`config.mk`:
```
export PLATFORM = sky130hd
export DESIGN_NAME = fm_wb_arbiter
export DESIGN_NICKNAME = d
export VERILOG_FILES = /design/src/rtl/fm_wb_arbiter.sv
export SDC_FILE = /design/constraint.sdc
export NUM_CORES = 1
export LEC_CHECK = 0
export CAP_MARGIN = 20
export CORE_MARGIN = 2
export CORE_UTILIZATION = 61
export CTS_CLUSTER_DIAMETER = 150
export CTS_CLUSTER_SIZE = 30
export DETAILED_ROUTE_END_ITERATION = 16
export GPL_TIMING_DRIVEN = 0
export HOLD_SLACK_MARGIN = 0.05
export PLACE_DENSITY_LB_ADDON = 0.2
export SLEW_MARGIN = 20
export SYNTH_ARGS = -nofsm -noshare
export SYNTH_HDL_FRONTEND = slang
export SYNTH_SLANG_ARGS = --single-unit
```
`constraint.sdc`:
```
create_clock -name clk -period 10.1 [get_ports clk]
set_clock_uncertainty 0.05 [all_clocks]
set_input_delay 1.515 -clock clk [delete_from_list [all_inputs] [get_ports clk]]
set_output_delay 1.515 -clock clk [all_outputs]
set_load 0.01 [all_outputs]
```
`src/rtl/fm_wb_arbiter.sv`:
```
// Write-back arbiter: round-robin sharing of one ping-pong feature-map buffer write port among PE rows.
// Optional stall counter output enabled by defining FM_WB_ARB_PERF_EN.
module fm_wb_arbiter #(
  parameter int NUM_REQ  = 4,
  parameter int DATA_W   = 8,
  parameter int DEPTH    = 1024,
  parameter int ADDR_W   = $clog2(DEPTH),
  parameter int REGION_W = ADDR_W - $clog2(NUM_REQ)
) (
  input  logic                      clk,
  input  logic                      rst,
  input  logic                      start_i,
  input  logic [ADDR_W-1:0]         row_len_i,
  input  logic [NUM_REQ-1:0]        req_valid_i,
  input  logic [NUM_REQ*DATA_W-1:0] req_data_i,
  output logic [NUM_REQ-1:0]        req_ready_o,
  output logic                      buf_wr_en_o,
  output logic [ADDR_W-1:0]         buf_wr_addr_o,
  output logic [DATA_W-1:0]         buf_din_o,
  output logic                      ping_pong_o,
  output logic                      busy_o,
  output logic                      done_o,
  output logic                      len_err_o
`ifdef FM_WB_ARB_PERF_EN
  ,output logic [31:0]              stall_cnt_o
`endif
);

  localparam int PTR_W = $clog2(NUM_REQ);
  localparam logic [ADDR_W:0] REGION_SIZE = {{ADDR_W{1'b0}}, 1'b1} << REGION_W;

  typedef enum logic [1:0] {IDLE = 2'd0, RUN = 2'd1, SWAP = 2'd2} state_t;

  state_t              state_r, state_next_s;
  logic [ADDR_W-1:0]   len_r;
  logic [ADDR_W-1:0]   count_r      [NUM_REQ];
  logic [ADDR_W-1:0]   count_next_s [NUM_REQ];
  logic [PTR_W-1:0]    rr_ptr_r;
  logic [NUM_REQ-1:0]  eligible_s;
  logic [NUM_REQ-1:0]  grant_s;
  logic [PTR_W-1:0]    grant_idx_s;
  logic [PTR_W-1:0]    idx_s;
  logic                found_s;
  logic                xfer_s;
  logic                all_done_s;
  logic                too_long_s;
  logic                wr_en_r;
  logic [ADDR_W-1:0]   wr_addr_r;
  logic [DATA_W-1:0]   din_r;
  logic                ping_pong_r;
  logic                len_err_r;

  assign too_long_s = ({1'b0, row_len_i} > REGION_SIZE);
  assign xfer_s     = |grant_s;

  // State register
  always_ff @(posedge clk or posedge rst) begin
    if (rst) state_r <= IDLE;
    else     state_r <= state_next_s;
  end

  // Eligibility and post-transfer counts; completion is judged on the updated counts
  always_comb begin
    all_done_s = 1'b1;
    for (int k = 0; k < NUM_REQ; k++) begin
      eligible_s[k]   = (state_r == RUN) && req_valid_i[k] && (count_r[k] < len_r);
      count_next_s[k] = count_r[k] + {{(ADDR_W-1){1'b0}}, grant_s[k]};
      if (count_next_s[k] != len_r) all_done_s = 1'b0;
      else                          all_done_s = all_done_s;
    end
  end

  // Next-state logic
  always_comb begin
    state_next_s = state_r;
    case (state_r)
      IDLE:    state_next_s = start_i ? RUN : IDLE;
      RUN:     state_next_s = all_done_s ? SWAP : RUN;
      SWAP:    state_next_s = IDLE;
      default: state_next_s = IDLE;
    endcase
  end

  // Output logic: round-robin grant scanning upward from rr_ptr with wrap
  always_comb begin
    grant_s     = '0;
    grant_idx_s = '0;
    found_s     = 1'b0;
    idx_s       = '0;
    for (int i = 0; i < NUM_REQ; i++) begin
      idx_s = rr_ptr_r + PTR_W'(i);
      if (!found_s && eligible_s[idx_s]) begin
        found_s        = 1'b1;
        grant_idx_s    = idx_s;
        grant_s[idx_s] = 1'b1;
      end else begin
        found_s = found_s;
      end
    end
  end

  // Layer bookkeeping and registered buffer write port
  always_ff @(posedge clk or posedge rst) begin
    if (rst) begin
      len_r       <= '0;
      rr_ptr_r    <= '0;
      wr_en_r     <= 1'b0;
      wr_addr_r   <= '0;
      din_r       <= '0;
      ping_pong_r <= 1'b0;
      len_err_r   <= 1'b0;
      for (int k = 0; k < NUM_REQ; k++) count_r[k] <= '0;
    end else begin
      wr_en_r <= xfer_s;
      if (xfer_s) begin
        wr_addr_r <= {grant_idx_s, count_r[grant_idx_s][REGION_W-1:0]};
        din_r     <= req_data_i[grant_idx_s*DATA_W +: DATA_W];
        rr_ptr_r  <= grant_idx_s + PTR_W'(1);
      end
      if (state_r == IDLE && start_i) begin
        len_r <= too_long_s ? REGION_SIZE[ADDR_W-1:0] : row_len_i;
        if (too_long_s) len_err_r <= 1'b1;
        for (int k = 0; k < NUM_REQ; k++) count_r[k] <= '0;
      end else if (state_r == RUN) begin
        for (int k = 0; k < NUM_REQ; k++) count_r[k] <= count_next_s[k];
      end
      if (state_r == RUN && state_next_s == SWAP) ping_pong_r <= ~ping_pong_r;
    end
  end

`ifdef FM_WB_ARB_PERF_EN
  logic [31:0] stall_cnt_r;

  // Cycles where a valid requester is left waiting, saturating
  always_ff @(posedge clk or posedge rst) begin
    if (rst) begin
      stall_cnt_r <= 32'd0;
    end else if (state_r == IDLE && start_i) begin
      stall_cnt_r <= 32'd0;
    end else if (state_r == RUN && (|(req_valid_i & ~grant_s)) && (stall_cnt_r != 32'hFFFF_FFFF)) begin
      stall_cnt_r <= stall_cnt_r + 32'd1;
    end
  end

  assign stall_cnt_o = stall_cnt_r;
`endif

  assign req_ready_o   = grant_s;
  assign buf_wr_en_o   = wr_en_r;
  assign buf_wr_addr_o = wr_addr_r;
  assign buf_din_o     = din_r;
  assign ping_pong_o   = ping_pong_r;
  assign len_err_o     = len_err_r;
  assign busy_o        = (state_r != IDLE);
  assign done_o        = (state_r == SWAP);

endmodule
```
Yosys cells after proc, flatten, opt, wreduce, memory -nomap -nowiden
Cells that the tools add are included.
W data, S select, Z words.

word-level totals
  register bits = 75
  bits of input ports = 49
  output and inout bits = 27
  logic and storage cells = 112

operators by class
  add/subtract/negate cells = 8
  order comparisons = 14
  eq/ne operators = 7
  shift operators = 1
  multiplexer cells = 40
  bitwise gates (word level) = 5
  reduce and logical (&&, ||, !) cells = 25

operators by type and width
  operator               number
  $mux W40               2
  $add A10 B1 Y10        4
  $lt A10 B10 Y1         4
  $ne A10 B10 Y1         4
  $shiftx A32 B6 Y8      1
  $bmux W10 S2           1
  $logic_and A1 B1 Y1    17
  $mux W1                16
  $mux W4                4
  $mux W8                2
  $lt A2 B3 Y1 const B   4
  $or A4 B4 Y4           3
  $gt A10 B9 Y1 const B  1
  $mux W10               1
  $mux W2                5
  $bmux W1 S2            4
  $demux W1 S2           4
  $ge A2 B1 Y1 const B   4
  $add A2 B1 Y2 const B  2
  $add A2 B2 Y2 const B  2
  $eq A2 B2 Y1 const B   2
  $pmux W2 S2            1
  $reduce_bool A2 Y1     2
  $reduce_or A4 Y1       1
  other kinds (7)        9

Logic depth before layout (Yosys ltp)
  depth after elaboration = 25
  depth in mapped cells = 22
  depth with buffers taken out = 22

Worst setup path after synthesis
OpenSTA, ideal clock, no wires.

  kind = input-to-reg
  start = in req_valid_i[1]
  end = reg ping_pong_r (netlist: ping_pong_o)
  library setup time = 0.079 ns
  arrival = 5.252 ns
  required time = 9.971 ns
  path slack = 4.719 ns
  stages = 16
  buffers on the path = 0
  cell sequence = o2111ai_1 or3_4 mux4_2 nor2_2 a22oi_1 o221ai_1 ha_1 ha_1 or4_1 nor2_1 a31oi_1 a2111oi_0 nand4_1 nor4_1 and2_1 xor2_1

between the ends
  elaborated cells on any way between the ends = 42
  classes of those cells = 4 x add/sub; 5 x eq/ne; 21 x mux; 3 x bitwise; 9 x reduce/logical

RTL lines
  element                             RTL line  text
  start: declaration                  14        input logic [NUM_REQ-1:0] req_valid_i,
  $logic_and A1 B1 Y1 * (2 in a row)  66        eligible_s[k] = (state_r == RUN) && req_valid_i[k] && (count_r[k] < len_r);
  $bmux W1 S2                         92        if (!found_s && eligible_s[idx_s]) begin
  $mux W1 (not written as such)       92
  $mux W1                             92
  $logic_not A1 Y1                    92
  $logic_and A1 B1 Y1                 92
  $mux W1                             92
  $logic_not A1 Y1                    92
  (+5 left out)                       -
  named net req_ready_o[2]            16        output logic [NUM_REQ-1:0] req_ready_o,
  $add A10 B1 Y10 *                   67        count_next_s[k] = count_r[k] + {{(ADDR_W-1){1'b0}}, grant_s[k]};
  $ne A10 B10 Y1 *                    68        if (count_next_s[k] != len_r) all_done_s = 1'b0;
  $mux W1 * (2 in a row)              68
  $mux W2 *                           78        RUN: state_next_s = all_done_s ? SWAP : RUN;
  $pmux W2 S2 *                       76        case (state_r)
  named net state_next_s[1]           34        state_t state_r, state_next_s;
  $eq A2 B2 Y1 *                      127       if (state_r == RUN && state_next_s == SWAP) ping_pong_r <= ~ping_pong_r;
  $logic_and A1 B1 Y1 *               127
  end signal: assignment              127
  end: declaration                    50        logic ping_pong_r;

The timed path passes the listed nets; every way through them passes the cells marked *. The select of a mux whose other input is x is not followed.
A chain may end at the register's enable or synchronous reset.

Worst setup path after layout
  start = in req_valid_i[1]
  end = reg ping_pong_r (netlist: ping_pong_o)

between the ends
  longest elaborated chain between the ends = 24
  elaborated cells on any way between the ends = 42
  classes of those cells = 4 x add/sub; 5 x eq/ne; 21 x mux; 3 x bitwise; 9 x reduce/logical

ends and longest elaborated chain
  element                             RTL line
  $logic_and A1 B1 Y1 * (2 in a row)  66
  $bmux W1 S2                         92
  $mux W1 (not written as such)       92
  $mux W1                             92
  $logic_not A1 Y1                    92
  $logic_and A1 B1 Y1                 92
  $mux W1                             92
  $logic_not A1 Y1                    92
  (+6 left out)                       -
  $ne A10 B10 Y1                      68
  $mux W1 (3 in a row)                68
  $mux W1 *                           68
  $mux W2 *                           78
  $pmux W2 S2 *                       76
  named net state_next_s[1]           34
  $eq A2 B2 Y1 *                      127
  $logic_and A1 B1 Y1 *               127

Marks and branches as above.

==> flow_summary.ini <==
[outcome]
status = finished clean

[power_and_ir_drop]
internal-power_w = 0.001106
p_seq_share_pct = 25.4
finalPower_w = 0.001964
p_leak_nw = 2.942
vdd_ir_drop_max_v = 0.0001626
p_switching_w = 0.0008578
p_comb_share_pct = 62.6
p_clk_share_pct = 12.0
netSwitchingFraction_pct = 43.67
p_per_area_nw_per_um2 = 288.7

[place]
pre_cts_ws_ns = 3.464
io_buffers = 75
hpwl_um = 12930
dp_cells = 821
globalplace.congestion = 0.9618

[cells_and_area]
final_util_pct = 74.34
insertedDiodeCount = 0
fin_cells = 836
syn2layout_area_growth_pct = 19.39
final_layout_size_suffix_gt1_share_pct = 6.759
n_fill_cell = 692
nNetsFinal = 822

[clock_tree]
clkTransAtPathRegs_ns = 0.08
cts_resized = 0
insertion_delay_ns = 0.36
htreeDepth = 3
ctsLongestPathBuffers = 2
post-cts-setup-buffers = 0
clock-sinks = 75
cts_hold_buffers = 0
root_buffer = clkbuf_8
cts_buffers = 9
cts_tree = done

[die]
die-area_um2 = 10130
coreArea_um2 = 9153
num_rows = 35
start_util_pct = 62.27
ios = 76
dieHeight_um = 100.7
die_w_um = 100.7

[hold_path]
holdCritPathClass = register to register
holdPathStages = 1

[synth]
yosysTopAreaCellShare_pct = 32.93
ys_seq_area_share_pct = 32.93
synth-seq-cells = 75
syn-mean-instance-area_um2 = 8.989
synthTopCellsByArea = dfrtp_1 (33%), ha_1 (11%), mux2i_1 (8.6%)
syn_inst = 634
synth_nets = 735
yosysWarningCount = 0
synth_cell_types = 55
synth_edf_count = 0
synth_flop_cell = dfrtp_1
synthesis.area_um2 = 5699
synth_top_area_cell = dfrtp_1
async_reset_ff_share_pct = 100.0

[route]
drc_errors = 0
detail-route-antenna-nets = 0
vias = 5425
viasPerCell = 6.489
post_drt_wl_per_cell_um = 20.14
drtIter0Drc = 433
drt-total-wl_um = 16840
dr.pass1.iters = 5

[sta]
post-route-period-util_pct = 63.44
drv_slew = 0
slew_headroom_pct = 49.61
fin_setup_tns_ns = 0
max_freq_ghz = 0.1561
setup_viol = 0
rsz0062_at_grt = no
finalWorstSetupSlack_ns = 3.693
worst_slew_pin_slew_ns = 0.7501
hold_viol = 0
period_minus_slack_ns = 6.407

[critical_path]
end_kind = register
critPathKind = input pin to register
cp_max_fo = 5
r2r_cells = 20
cp.required_ns = 10.33
critPathArrivalTime_ns = 6.64
startpoint_type = input pin

[flow_run]
maxCapViolations = 0

[grt]
antenna_found_initial = 0
grt_usage_pct = 34.70
grt_pass1_wl_um = 26990
grt_pass1_vias = 5233
grt_max_degree = 44
overflow = 0
[critical path, cell delays in order]
cell and delay [ns]:
clkdlybuf4s50_1 0.47, o2111ai_1 0.19, or3_4 0.46, mux4_2 0.54
nor2_2 0.19, a22oi_1 0.09, o221ai_1 0.34, ha_1 0.32
ha_1 0.32, nand2_1 0.08, nor2_1 0.37, xnor2_1 0.20
nand2_1 0.08, o41ai_1 0.44, nand4_1 0.25, nor4_1 0.39
and2_1 0.23, xor2_1 0.17
[stage by stage]
step / hold slack, ns / cell area [µm²]
finish: 0.4290 / 6804
detailed placement: 0.4133 / 6611
CTS: 0.4315 / 6804
global placement: 0.4051 / 6589
global route: 0.4501 / 6804
floorplan: 0.4435 / 5699
[synthesized netlist by cell type, drive strengths merged (2+ instances only)]
library cell and number:
nand2 96, dfrtp 75, o21ai 63, ha 52
mux2i 49, nand3 49, inv 24, nor2 23
xor2 23, a21oi 22, clkbuf 20, mux2 18
xnor2 12, nand4 10, buf 9, nor4 8
nor3 7, a22oi 6, a211oi 5, a31oi 5
mux4 5, nand2b 5, a21o 4, o2111ai 4
o21bai 4, o221ai 4, a41oi 3, and2 3
and4 3, or4 3, a31o 2, and3 2
nor3b 2, o41ai 2
[final cells by class]
cell class	instances	area, µm²	share of cell area [%]
plain buffers	29	151.4	2.225
clock buffers	11	141.4	2.078
clock inverters	4	51.30	0.7540
inverters	24	92.59	1.361
multi-input cells	506	3581	52.63
flip-flops and latches	75	1877	27.58
well taps	111	138.9	2.041
repair buffers	76	770.7	11.33
[registers in the layout, summed over array words and instances (netlist names)]
register,flops
rr_ptr_r,2
buf_wr_en_o,1
state_r,2
len_err_o,1
len_r,10
buf_din_o,8
buf_wr_addr_o,10
ping_pong_o,1
count_r,40
[final timing paths]
check / startpoint / to / slack (ns)
max: req_valid_i[1] / ping_pong_o / 3.69
min reg2reg: len_err_o / len_err_o / 0.43
min: len_err_o / len_err_o / 0.43
min in group asynchronous: rst / buf_wr_addr_o[6] / 1.46
max reg2reg: len_r[7] / ping_pong_o / 4.19
max in group asynchronous: rst / count_r[3] / 7.95
[kinds of logic (layout without fill, tap and decap cells)]
group	after synthesis	count (layout)	share of synthesized area [%]
and+or+nand+nor	215	215	17.63
AOI/OAI and AO/OA	132	132	14.27
DFF	75	75	32.93
muxes	72	72	14.14
buffers and inverters	53	144	4.237
adders and majority gates	52	52	11.42
xor gates and xnor gates	35	35	5.379
[layout by cell type, fill, tap and decap left out, types with 6 or more instances in the layout]
cell type	netlist	routed
nand2_1	96	96
dfrtp_1	75	75
clkdlybuf4s50_1	0	75
o21ai_0	62	62
ha_1	52	52
nand3_1	49	49
mux2i_1	49	49
xor2_1	23	23
inv_1	24	23
nor2_1	22	22
clkbuf_1	20	21
a21oi_1	21	21
xnor2_1	12	12
nand4_1	10	10
mux2_2	10	10
clkbuf_8	0	10
nor4_1	8	8
mux2_1	8	8
nor3_1	6	6
a22oi_1	6	6
[routing by layer]
metal,GRT usage [%],vias up,share of wire (%)
met3,4.785,60,7.3
met5,0,-,0
met4,15.07,0,4.2
met2,59.03,272,49
li1,-,2481,-
met1,44.17,2612,40
[power by group through the flow]
stage | Clock (W) | Sequential (W) | Combinational, W
2_1_floorplan | 0 | 0.000481 | 0.000868
3_3_place_gp | 0 | 0.000497 | 0.00117
3_5_place_dp | 0 | 0.000500 | 0.00122
4_1_cts | 0.000238 | 0.000494 | 0.00123
5_1_grt | 0.000252 | 0.000509 | 0.00133
6_report | 0.000236 | 0.000499 | 0.00123
Note: power is estimated with default switching activity, not from simulation.
